--- src/rtl/mips_multicycle_control.sv ---
// Multicycle MIPS main controller: Moore-decoded datapath controls plus a retired-instruction counter.
// Optional macro ILLEGAL_TRAP_EN: illegal opcode/funct parks in a sticky TRAP state instead of refetching.
module mips_multicycle_control #(
   parameter int CNT_W = 32
) (
   input  logic             clock,
   input  logic             reset,
   input  logic [5:0]       opcode,
   input  logic [5:0]       funct,
   input  logic             zero,
   input  logic             mem_ready,
   output logic [3:0]       ALUCon,
   output logic             ALUSrcA,
   output logic [1:0]       ALUSrcB,
   output logic [1:0]       PCSource,
   output logic             PCWrite,
   output logic             PCWriteCond,
   output logic             IorD,
   output logic             MemRead,
   output logic             MemWrite,
   output logic             IRWrite,
   output logic             RegDst,
   output logic             MemtoReg,
   output logic             RegWrite,
   output logic [3:0]       state,
   output logic [CNT_W-1:0] retire_count,
   output logic             illegal_op
);

   typedef enum logic [3:0] {
      FETCH  = 4'd0,  DECODE = 4'd1,  MEMADR = 4'd2,  MEMRD  = 4'd3,
      MEMWB  = 4'd4,  MEMWR  = 4'd5,  EXEC   = 4'd6,  ALUWB  = 4'd7,
      BRANCH = 4'd8,  JUMP   = 4'd9,  ADDIEX = 4'd10, ADDIWB = 4'd11,
      TRAP   = 4'd12
   } state_t;

   localparam logic [5:0] OP_R    = 6'b000000;
   localparam logic [5:0] OP_LW   = 6'b100011;
   localparam logic [5:0] OP_SW   = 6'b101011;
   localparam logic [5:0] OP_BEQ  = 6'b000100;
   localparam logic [5:0] OP_J    = 6'b000010;
   localparam logic [5:0] OP_ADDI = 6'b001000;

`ifdef ILLEGAL_TRAP_EN
   localparam state_t ILLEGAL_NEXT = TRAP;
`else
   localparam state_t ILLEGAL_NEXT = FETCH;
`endif

   state_t     cur, nxt;
   logic       retire;
   logic       funct_ok;
   logic [3:0] funct_alu;

   // The branch decision is taken in the datapath from PCWriteCond and zero.
   logic unused_zero;
   assign unused_zero = zero;

   assign state = cur;

   always_comb begin
      // NOTE: every signal gets a default before the case so no path leaves it unassigned (no latch).
      funct_ok  = 1'b1;
      funct_alu = 4'b0010;
      case (funct)
         6'b100000: funct_alu = 4'b0010;
         6'b100010: funct_alu = 4'b0110;
         6'b100100: funct_alu = 4'b0000;
         6'b100101: funct_alu = 4'b0001;
         6'b101010: funct_alu = 4'b0111;
         6'b100111: funct_alu = 4'b1100;
         default:   funct_ok  = 1'b0;
      endcase
   end

   always_comb begin
      nxt    = FETCH;
      retire = 1'b0;
      case (cur)
         FETCH:  nxt = mem_ready ? DECODE : FETCH;
         DECODE: begin
            case (opcode)
               OP_R:         nxt = EXEC;
               OP_LW, OP_SW: nxt = MEMADR;
               OP_BEQ:       nxt = BRANCH;
               OP_J:         nxt = JUMP;
               OP_ADDI:      nxt = ADDIEX;
               default:      nxt = ILLEGAL_NEXT;
            endcase
         end
         MEMADR: nxt = (opcode == OP_LW) ? MEMRD : MEMWR;
         MEMRD:  nxt = mem_ready ? MEMWB : MEMRD;
         MEMWR: begin
            nxt    = mem_ready ? FETCH : MEMWR;
            retire = mem_ready;
         end
         EXEC:   nxt = funct_ok ? ALUWB : ILLEGAL_NEXT;
         ADDIEX: nxt = ADDIWB;
         MEMWB, ALUWB, BRANCH, JUMP, ADDIWB: retire = 1'b1;
`ifdef ILLEGAL_TRAP_EN
         TRAP:   nxt = TRAP;
`endif
         default: nxt = FETCH;
      endcase
   end

   // Moore control decode; only IRWrite/PCWrite in FETCH follow mem_ready.
   always_comb begin
      ALUCon      = 4'b0010;
      ALUSrcA     = 1'b0;
      ALUSrcB     = 2'b00;
      PCSource    = 2'b00;
      PCWrite     = 1'b0;
      PCWriteCond = 1'b0;
      IorD        = 1'b0;
      MemRead     = 1'b0;
      MemWrite    = 1'b0;
      IRWrite     = 1'b0;
      RegDst      = 1'b0;
      MemtoReg    = 1'b0;
      RegWrite    = 1'b0;
      case (cur)
         FETCH: begin
            MemRead = 1'b1;
            ALUSrcB = 2'b01;
            IRWrite = mem_ready;
            PCWrite = mem_ready;
         end
         DECODE: ALUSrcB = 2'b11;
         MEMADR, ADDIEX: begin
            ALUSrcA = 1'b1;
            ALUSrcB = 2'b10;
         end
         MEMRD: begin
            MemRead = 1'b1;
            IorD    = 1'b1;
         end
         MEMWB: begin
            RegWrite = 1'b1;
            MemtoReg = 1'b1;
         end
         MEMWR: begin
            MemWrite = 1'b1;
            IorD     = 1'b1;
         end
         EXEC: begin
            ALUSrcA = 1'b1;
            ALUCon  = funct_alu;
         end
         ALUWB: begin
            RegWrite = 1'b1;
            RegDst   = 1'b1;
         end
         BRANCH: begin
            ALUSrcA     = 1'b1;
            ALUCon      = 4'b0110;
            PCWriteCond = 1'b1;
            PCSource    = 2'b01;
         end
         JUMP: begin
            PCWrite  = 1'b1;
            PCSource = 2'b10;
         end
         ADDIWB: RegWrite = 1'b1;
         default: ;
      endcase
      if (reset) begin
         PCWrite     = 1'b0;
         PCWriteCond = 1'b0;
         MemRead     = 1'b0;
         MemWrite    = 1'b0;
         IRWrite     = 1'b0;
         RegWrite    = 1'b0;
      end
   end

   // NOTE: state registers use non-blocking assignments so every flop samples pre-edge values.
   always_ff @(posedge clock) begin
      if (reset) begin
         cur          <= FETCH;
         retire_count <= '0;
      end else begin
         cur <= nxt;
         if (retire) retire_count <= retire_count + CNT_W'(1);
      end
   end

`ifdef ILLEGAL_TRAP_EN
   logic illegal_q;
   always_ff @(posedge clock) begin
      if (reset)             illegal_q <= 1'b0;
      else if (nxt == TRAP)  illegal_q <= 1'b1;
   end
   assign illegal_op = illegal_q;
`else
   assign illegal_op = 1'b0;
`endif

endmodule
--- config.mk ---
export PLATFORM = sky130hd
export DESIGN_NAME = mips_multicycle_control
export DESIGN_NICKNAME = d
export VERILOG_FILES = /design/src/rtl/mips_multicycle_control.sv
export SDC_FILE = /design/constraint.sdc
export NUM_CORES = 1
export LEC_CHECK = 0
export CORE_ASPECT_RATIO = 1.75
export CORE_MARGIN = 1
export CORE_UTILIZATION = 45
export DETAILED_ROUTE_END_ITERATION = 12
export GPL_ROUTABILITY_DRIVEN = 0
export PLACE_DENSITY_LB_ADDON = 0.12
export SYNTH_ARGS = -nofsm -noshare
export SYNTH_HDL_FRONTEND = slang
export SYNTH_SLANG_ARGS = --single-unit
--- constraint.sdc ---
create_clock -name clock -period 2.7 [get_ports clock]
set_clock_uncertainty 0.05 [all_clocks]
set_input_delay 0.54 -clock clock [delete_from_list [all_inputs] [get_ports clock]]
set_output_delay 0.54 -clock clock [all_outputs]
set_load 0.02 [all_outputs]
After elaboration in Yosys (flattened, before gate mapping)
Cells that the tools add are included.
{"block": "totals", "regBits": 36, "inputBits": 16, "output_inout_bits": 55, "wordCells": 64}
{"block": "classes", "addsub": 1, "n_eq_ne": 22, "muxes": 29, "reduce_logical": 10}
{"operator": "$eq 6x6->1 const B", "n": 8}
{"operator": "$pmux 4 s5", "n": 2}
{"operator": "$add 32x1->32 const B", "n": 1}
{"operator": "$pmux 4 s7", "n": 1}
{"operator": "$mux 1", "n": 17}
{"operator": "$eq 4x3->1 const B", "n": 4}
{"operator": "$eq 4x4->1 const B", "n": 4}
{"operator": "$mux 3", "n": 4}
{"operator": "$eq 4x2->1 const B", "n": 2}
{"operator": "$pmux 4 s2", "n": 1}
{"operator": "$reduce_or 2->1", "n": 4}
{"operator": "$eq 6x2->1 const B", "n": 1}
{"operator": "$eq 6x3->1 const B", "n": 1}
{"operator": "$eq 6x4->1 const B", "n": 1}
{"operator": "$logic_not 6->1", "n": 1}
{"operator": "$pmux 2 s3", "n": 1}
{"operator": "$reduce_or 6->1", "n": 1}
{"operator": "$reduce_or 5->1", "n": 1}
{"operator": "$eq 4x1->1 const B", "n": 1}
{"operator": "$logic_not 4->1", "n": 1}
{"operator": "$pmux 1 s2", "n": 2}
{"operator": "$pmux 2 s2", "n": 1}
{"operator": "$reduce_or 4->1", "n": 1}
{"operator": "$reduce_or 3->1", "n": 1}

Logic depth before layout (Yosys ltp)
{"block": "depth", "word_depth": 5, "depth_mapped": 7, "ltp_nobuf": 6}

Worst setup path before layout
No wires, ideal clock.
{"block": "synth_path", "path_kind": "reg2out", "startpoint": "register cur[3], in the netlist state[3]", "endpoint": "output ALUCon[2]", "t_arrival_ps": 1779, "t_required_ps": 2110, "setup_slack_ps": 331, "path_stages_with_launch": 5, "n_path_buf": 1, "cell_sequence": "dfxtp_1 -> clkbuf_1 -> nand2b_1 -> nor3_1 -> a31o_2"}
{"block": "synth_via", "elab_chain_len": 2, "elab_cells_between_ends": 3, "classes_between": "2 x eq/ne; 1 x mux"}
{"element": "from (decl)", "line_no": "50", "text": "state_t cur, nxt;"}
{"element": "from (signal assigned)", "line_no": "183", "text": "cur <= nxt;"}
{"element": "$eq 4x4->1 / $eq 4x3->1 (equally long branches)", "line_no": "122", "text": "case (cur)"}
{"element": "$pmux 4 s2 (*)", "line_no": "122"}
{"element": "to (decl)", "line_no": "12", "text": "output logic [3:0] ALUCon,"}
Every way passes the cells marked *; elsewhere a longest branch is shown, timed or not.

Final worst setup path
{"block": "layout_path", "startpoint": "input reset", "endpoint": "output RegWrite"}
{"block": "layout_via", "elab_chain_len": 1}
{"element": "from (decl)", "line_no": "7", "text": "input logic reset,"}
{"element": "$mux 1", "line_no": "167", "text": "if (reset) begin"}
{"element": "to (decl)", "line_no": "24", "text": "output logic RegWrite,"}
No other way between the ends.

==> results.tsv <==
stage	metric	value	unit
critical_path	worstPathArrival	2.04	ns
critical_path	cp-start-kind	primary input	
die	die_w	53.9	µm
route	via_per_inst	5.49	
finish	fin_cells	401	
critical_path	cp.required	2.11	ns
yosys	ys_ff_latch	36	
critical_path	crit_start	reset	
critical_path	rrSetupSlack	0.61	ns
timing	finalSetupTns	0	ns
finish	final_area	0.00302	mm²
route	drt_pre_antenna_iters	4	
die	initial_core_util	0.473	
critical_path	crit_type	in2out	
run_status	status	finished clean	
cts	clk_pin_slew	0.07	ns
cts	clk_path_buf_depth	2	
power	ir_worst_vdd	391	µV
finish	layout.nets	366	
route	drc	0	
die	ios	71	
timing	fin_ws	0.0729	ns
timing	slew_headroom	0.657	
finish	fillers	419	
placed_design	dpl.cell_count	393	
timing	maxSlewViolCount	0	
yosys	syn_area	0.00212	mm²
critical_path	crit_path_end_kind	output pin	
timing	rsz0062_at_grt	false	
critical_path	cp_cell_sequence	clkdlybuf4s50_1 -> buf_4 -> nor2_1 -> clkdlybuf4s50_1	
timing	worst_slew_pin_slew	0.510	ns
critical_path	r2r_start	state[2]	
cts	cts.sinks	36	
hold_path	hp-start	retire_count[8]	
global_route	grt_pass1_wl	8630	µm
yosys	synth_cells	272	
global_route	gr-max-usage-layer	met2	
yosys	async_reset_ff_frac	0	
timing	final.period_utilization	0.973	
global_route	grt_use_total	0.232	
finish	final_common_cell	clkdlybuf4s50_1	
finish	layout_common_cells	63 x clkdlybuf4s50_1, 40 x nor2_1, 36 x dfxtp_1, 22 x xor2_1, 18 x nand2_1	
timing	hold_viol	0	
finish	antenna_cells	0	
die	rows	32	
die	die_y	92.9	µm
power	power_leakage	1.05	nW
critical_path	path_max_fanout	17	
route	drtIter0Drc	49	
critical_path	slowest_stage	clkdlybuf4s50_1	
cts	clockRootBuffer	clkbuf_8	
placed_design	pre_cts_slack	-0.114	ns
global_route	met1_usage	0.207	
yosys	yosysSeqAreaShare	0.339	
critical_path	critPathMaxStageDelay	0.61	ns
cts	cts_tree	built	
yosys	syn_avg_cell_area	7.81	µm²
yosys	synth-edff-count	0	
critical_path	cp_common_cell	clkdlybuf4s50_1	
route	drtAntennaViolNets	0	
timing	setup_viol	0	
global_route	grt_pass1_vias	2030	
cts	numCtsBuffers	5	
yosys	synth_cell_types	43	
global_route	met2_usage	0.451	
die	core	0.00448	mm²
timing	final.min_clock_period	2.63	ns
route	detail_route.wl_per_cell	13.4	µm
route	vias	2200	
cts	clk_latency	0.29	ns
placed_design	hpwl	4160	µm
yosys	ys_warn_count	0	
global_route	grt_util_met3	0.0525	
placed_design	dpl_cell_area	0.00293	mm²
cts	h-tree-depth	2	
placed_design	port-buffer-count	68	
yosys	synth_nets	289	
power	power	1.02	mW
hold_path	worst_hold_path_type	reg2reg	
finish	drive_above_1_share	0.0971	
run	drv_cap	0	
cts	post_cts_buffers	0	
power	powerDensity	339	mW/mm²
die	design.die.area	0.00501	mm²
global_route	gr-total-overflow	0	
finish	syn_to_final_growth	42.0	%
route	drt-total-wl	5360	µm
global_route	antenna_found_initial	0	
global_route	grt_start_max_net_pins	21	
timing	fmax	381	MHz
yosys	synth_flop_cell	dfxtp_1	
where the power goes:
part	leakage (nW)	total [mW]	switching (mW)	internal (mW)
Sequential	0.290	0.533	0.000740	0.532
Clock	0.0455	0.387	0.179	0.208
Combinational	0.712	0.102	0.0520	0.0500
registers in the layout, indices dropped and copies added, names as in the netlist:
signal and cells:
retire_count 32, state 4
worst max-delay path, delay by kind of cell:
family / cells / cell delay, ns
buffers and inverters: 3 / 1.39
and+or+nand+nor: 1 / 0.11
final cells by class:
| type | count | area [µm²] | area share |
|---|---|---|---|
| sequential | 36 | 721 | 0.239 |
| tap | 51 | 63.8 | 0.0212 |
| clock buffer | 8 | 90.1 | 0.0299 |
| inverter | 3 | 11.3 | 0.00373 |
| timing repair buffer | 84 | 798 | 0.265 |
| multi-input combinational | 219 | 1330 | 0.441 |
per-layer routing:
| layer | vias up | share of wire |
|---|---|---|
| met5 | - | 0 |
| met4 | 0 | 0.021 |
| met3 | 8 | 0.055 |
| met2 | 52 | 0.56 |
| met1 | 1022 | 0.36 |
| li1 | 1118 | - |
kinds of logic after synthesis:
logic type | Yosys count | share of synthesized area
simple gates | 153 | 0.392
compound gates | 37 | 0.111
flops | 36 | 0.339
xor+xnor | 24 | 0.0990
buf+inv | 17 | 0.0348
mux | 3 | 0.0153
fa+ha+maj | 1 | 0.00589
other cells | 1 | 0.00177
through the flow:
stage,utilization,hold WS [ns]
final,0.672,0.466
after CTS,0.671,0.469
after floorplan,-,0.511
after global routing,0.672,0.499
after global placement,0.652,0.437
after detailed placement,0.652,0.459
final timing paths:
| check | cells after the start | to |
|---|---|---|
| setup / recovery | 4 | RegWrite |
| hold / removal | 2 | retire_count[8] |
| setup reg to reg | 8 | retire_count[24] |
| hold reg to reg | 2 | retire_count[8] |
timing repair:
action                                  4_1_cts  5_1_grt
gates cloned                                  0        0
gates resized for setup                       4        2
hold buffers                                  0        0
endpoints found under the setup margin        4        2
cell usage after synthesis, drive strengths merged, types with 2 or more instances:
cell	n	share of area
nor2	41	0.072
dfxtp	36	0.34
xor2	22	0.091
nand2	18	0.032
nand4	18	0.060
a21oi	15	0.035
nand3	15	0.035
nor3	14	0.033
o21ai	12	0.028
nor4	8	0.027
or3	8	0.024
buf	7	0.017
clkbuf	7	0.012
nand2b	7	0.021
nor2b	4	0.015
o21a	4	0.014
and3	3	0.0088
and4	3	0.012
inv	3	0.0053
nor3b	3	0.011
a2111oi	2	0.017
and2	2	0.0059
and4b	2	0.0094
mux2	2	0.011
nand3b	2	0.0071
o21ba	2	0.0094
xnor2	2	0.0083
(Power assumes the default switching activity.)
==> patch, RTL diff (config.mk and constraints unchanged) <==
Change the parameter `CNT_W` from 32 to 36.
--- a/src/rtl/mips_multicycle_control.sv
+++ b/src/rtl/mips_multicycle_control.sv
@@ -3,3 +3,3 @@
 module mips_multicycle_control #(
-   parameter int CNT_W = 32
+   parameter int CNT_W = 36
 ) (
Interface: changed (resized retire_count); port bits go from 71 to 75. No check against the original RTL was run, so the function may have changed too.
==> patch against the unedited design <==
Sequential share of layout area increased by 0.74 points; largest cell class unchanged; area after synthesis increased by 7.9%; cell area increased by 7.8%; setup slack improved by 14 ps; power increased by 5.3%; sequential cell count increased by 4; critical path type unchanged; first-iteration DRC count increased by 45%; routed wire length increased by 16%.
==> patch: results (changes against the unedited design) <==
The register-to-register setup slack is 440 ps (-170 ps), and the met1 usage in global routing is 22.9% (+2.2 points). The logs give 318 (+10%) for the synthesized net count and 19 (-9.5%) for the largest net degree at the start of global routing. The count of input and output buffers came out at 72 (+5.9%).

The flow ran to the end, and the final reports show no timing, DRC or antenna violations. The tools report the capture point of the critical path as PCWriteCond. For the leakage power, the log shows 1.10 nW (+5.2%). The compound-cell area share of the yosys netlist was 12.8% (+1.6 points). In this run the critical register-to-register path is launched from retire_count[6]$_SDFFE_PP0P_.

The largest stage delay on the critical path came out at 670 ps (+60 ps). In this run the most critical hold path is launched from retire_count[35]$_SDFFE_PP0P_. The flip-flop count of the largest register, all copies and words added is 36 (+13%), and the number of warnings printed during yosys synthesis is 0 (unchanged). The count of cells along the worst hold path is 2 (unchanged), and the maximum count of clock buffers along a single path is 2 (unchanged). The adder and majority cell fraction of the synthesized area was 0.546% (-0.043 points); the first-pass GRT wire length was 10100 µm (+18%). Fraction of layout cells with a size suffix above 1: 9.11% (-0.60 points). The tools report the net count reported at finish as 401 (+9.6%). The total number of vias came out at 2461 (+12%). The launch point of the critical path was reset. The clock latency on the worst-skew pair is 290 ps (about the same).

The maximum vdd ir drop was 361 µV (-7.9%); the fraction of synthesized area in multiplexers was 0% (-1.5 points). The iteration count of the initial detailed-routing pass is 4 (unchanged), and the xor/xnor share of the synthesized area is 9.56% (-0.34 points). By count the netlist is led by sky130_fd_sc_hd__dfxtp_1 (40), sky130_fd_sc_hd__nor2_1 (35), sky130_fd_sc_hd__nand2_1 (28).

The met2 track demand over resource in global routing was 46.5% (+1.4 points). The worst flop-to-flop path endpoint is retire_count[30]$_SDFFE_PP0P_. The worst hold slack after final layout was 435 ps (-30.8 ps). In the post-synthesis netlist, the biggest area contributors are sky130_fd_sc_hd__dfxtp_1 (35%), sky130_fd_sc_hd__xnor2_1 (8.8%), sky130_fd_sc_hd__nor2_1 (5.7%).

The largest fanout on the critical path is 6 (-11), and the all-layer global routing usage is 23.6% (+0.39 points). More flip-flops sit in one register than any other, and that register is retire_count. The signal arrival time at the worst endpoint came out at 2020 ps (-20 ps). Cell at the root of the clock tree: sky130_fd_sc_hd__clkbuf_8.

The logs give 4780 µm (+15%) for the half-perimeter wire length of the detailed placement result and 71 (+45%) for the number of design-rule violations left by the first detailed-router iteration. The number of distinct library cells after synthesis is 40 (-7.0%), and the clock buffer count from CTS is 5 (unchanged). Depth of the most critical reg-to-reg path: 5 (-3). Wire length after detailed routing: 6210 µm (+16%). Via count of the first global-routing pass: 2343 (+15%).

For the fill cell instance count of the final layout, the log shows 448 (+6.9%). The global routing usage on met3 came out at 4.66% (-0.59 points). The slowest stage of the critical path belongs to the cell sky130_fd_sc_hd__clkdlybuf4s50_1. For the proportion of synthesized chip area in sequential cells, the log shows 35.0% (+1.0 points). The endpoint of the worst hold-timing path was retire_count[35]$_SDFFE_PP0P_.
[patch: changes by cell type after synthesis, sizes merged, moves of 5 or more]
| cell | change |
|---|---|
| and4 | +5 |
| a21oi | +6 |
| xnor2 | +21 |
| or3 | +5 |
| o21ai | +7 |
| nor2 | -6 |
| nand2 | +10 |
| nand4 | -9 |
| xor2 | -20 |
[patch: kinds of logic after synthesis]
kind of cell               Yosys count
AOI/OAI and AO/OA                   51
xor gates and xnor gates            25
adders and majority gates            1
buffers and inverters               26
DFF                                 40
other                                1
and+or+nand+nor                    157
[patch: worst min-delay path: cells and delay by family, from the launching register on]
kind	cells	cell delay, ps
AO/OA/AOI/OAI	2	130
flip-flops	1	320
[patch: power breakdown]
group / switching, mW / internal, mW
clock network: 0.202 / 0.176
registers: 0.000963 / 0.591
logic: 0.0548 / 0.0518
[patch: routing by layer]
| metal | share of wire, % | wire, µm | up-vias |
|---|---|---|---|
| li1 | - | - | 1240 |
| met1 | 37 | 2320 | 1139 |
| met2 | 56 | 3490 | 65 |
| met3 | 3.5 | 218 | 17 |
| met4 | 2.9 | 182 | 0 |
| met5 | 0 | 0 | - |
[patch: through the flow]
stage	instances	cell area, µm²	worst slack [ps]
after detailed placement	431	3160	-136
after floorplan	301	2290	272
final	438	3250	86.9
after global placement	431	3160	-139
after global routing	438	3250	45.6
after CTS	438	3240	23.6
[patch: final cells by class]
cell class                 count  area [µm²]  area share [%]
sequential                    40         801            24.6
timing repair buffer          95         897            27.6
inverter                       7        26.3           0.809
clock buffer                   6        72.6            2.23
multi-input combinational    235        1380            42.5
tap                           54        67.6            2.08
clock inverter                 1        5.00           0.154
[patch: repair_timing]
item | in CTS | in global routing
setup endpoints to repair | 6 | 4
endpoints found under the hold margin | 0 | 0
gates resized for setup | 6 | 5
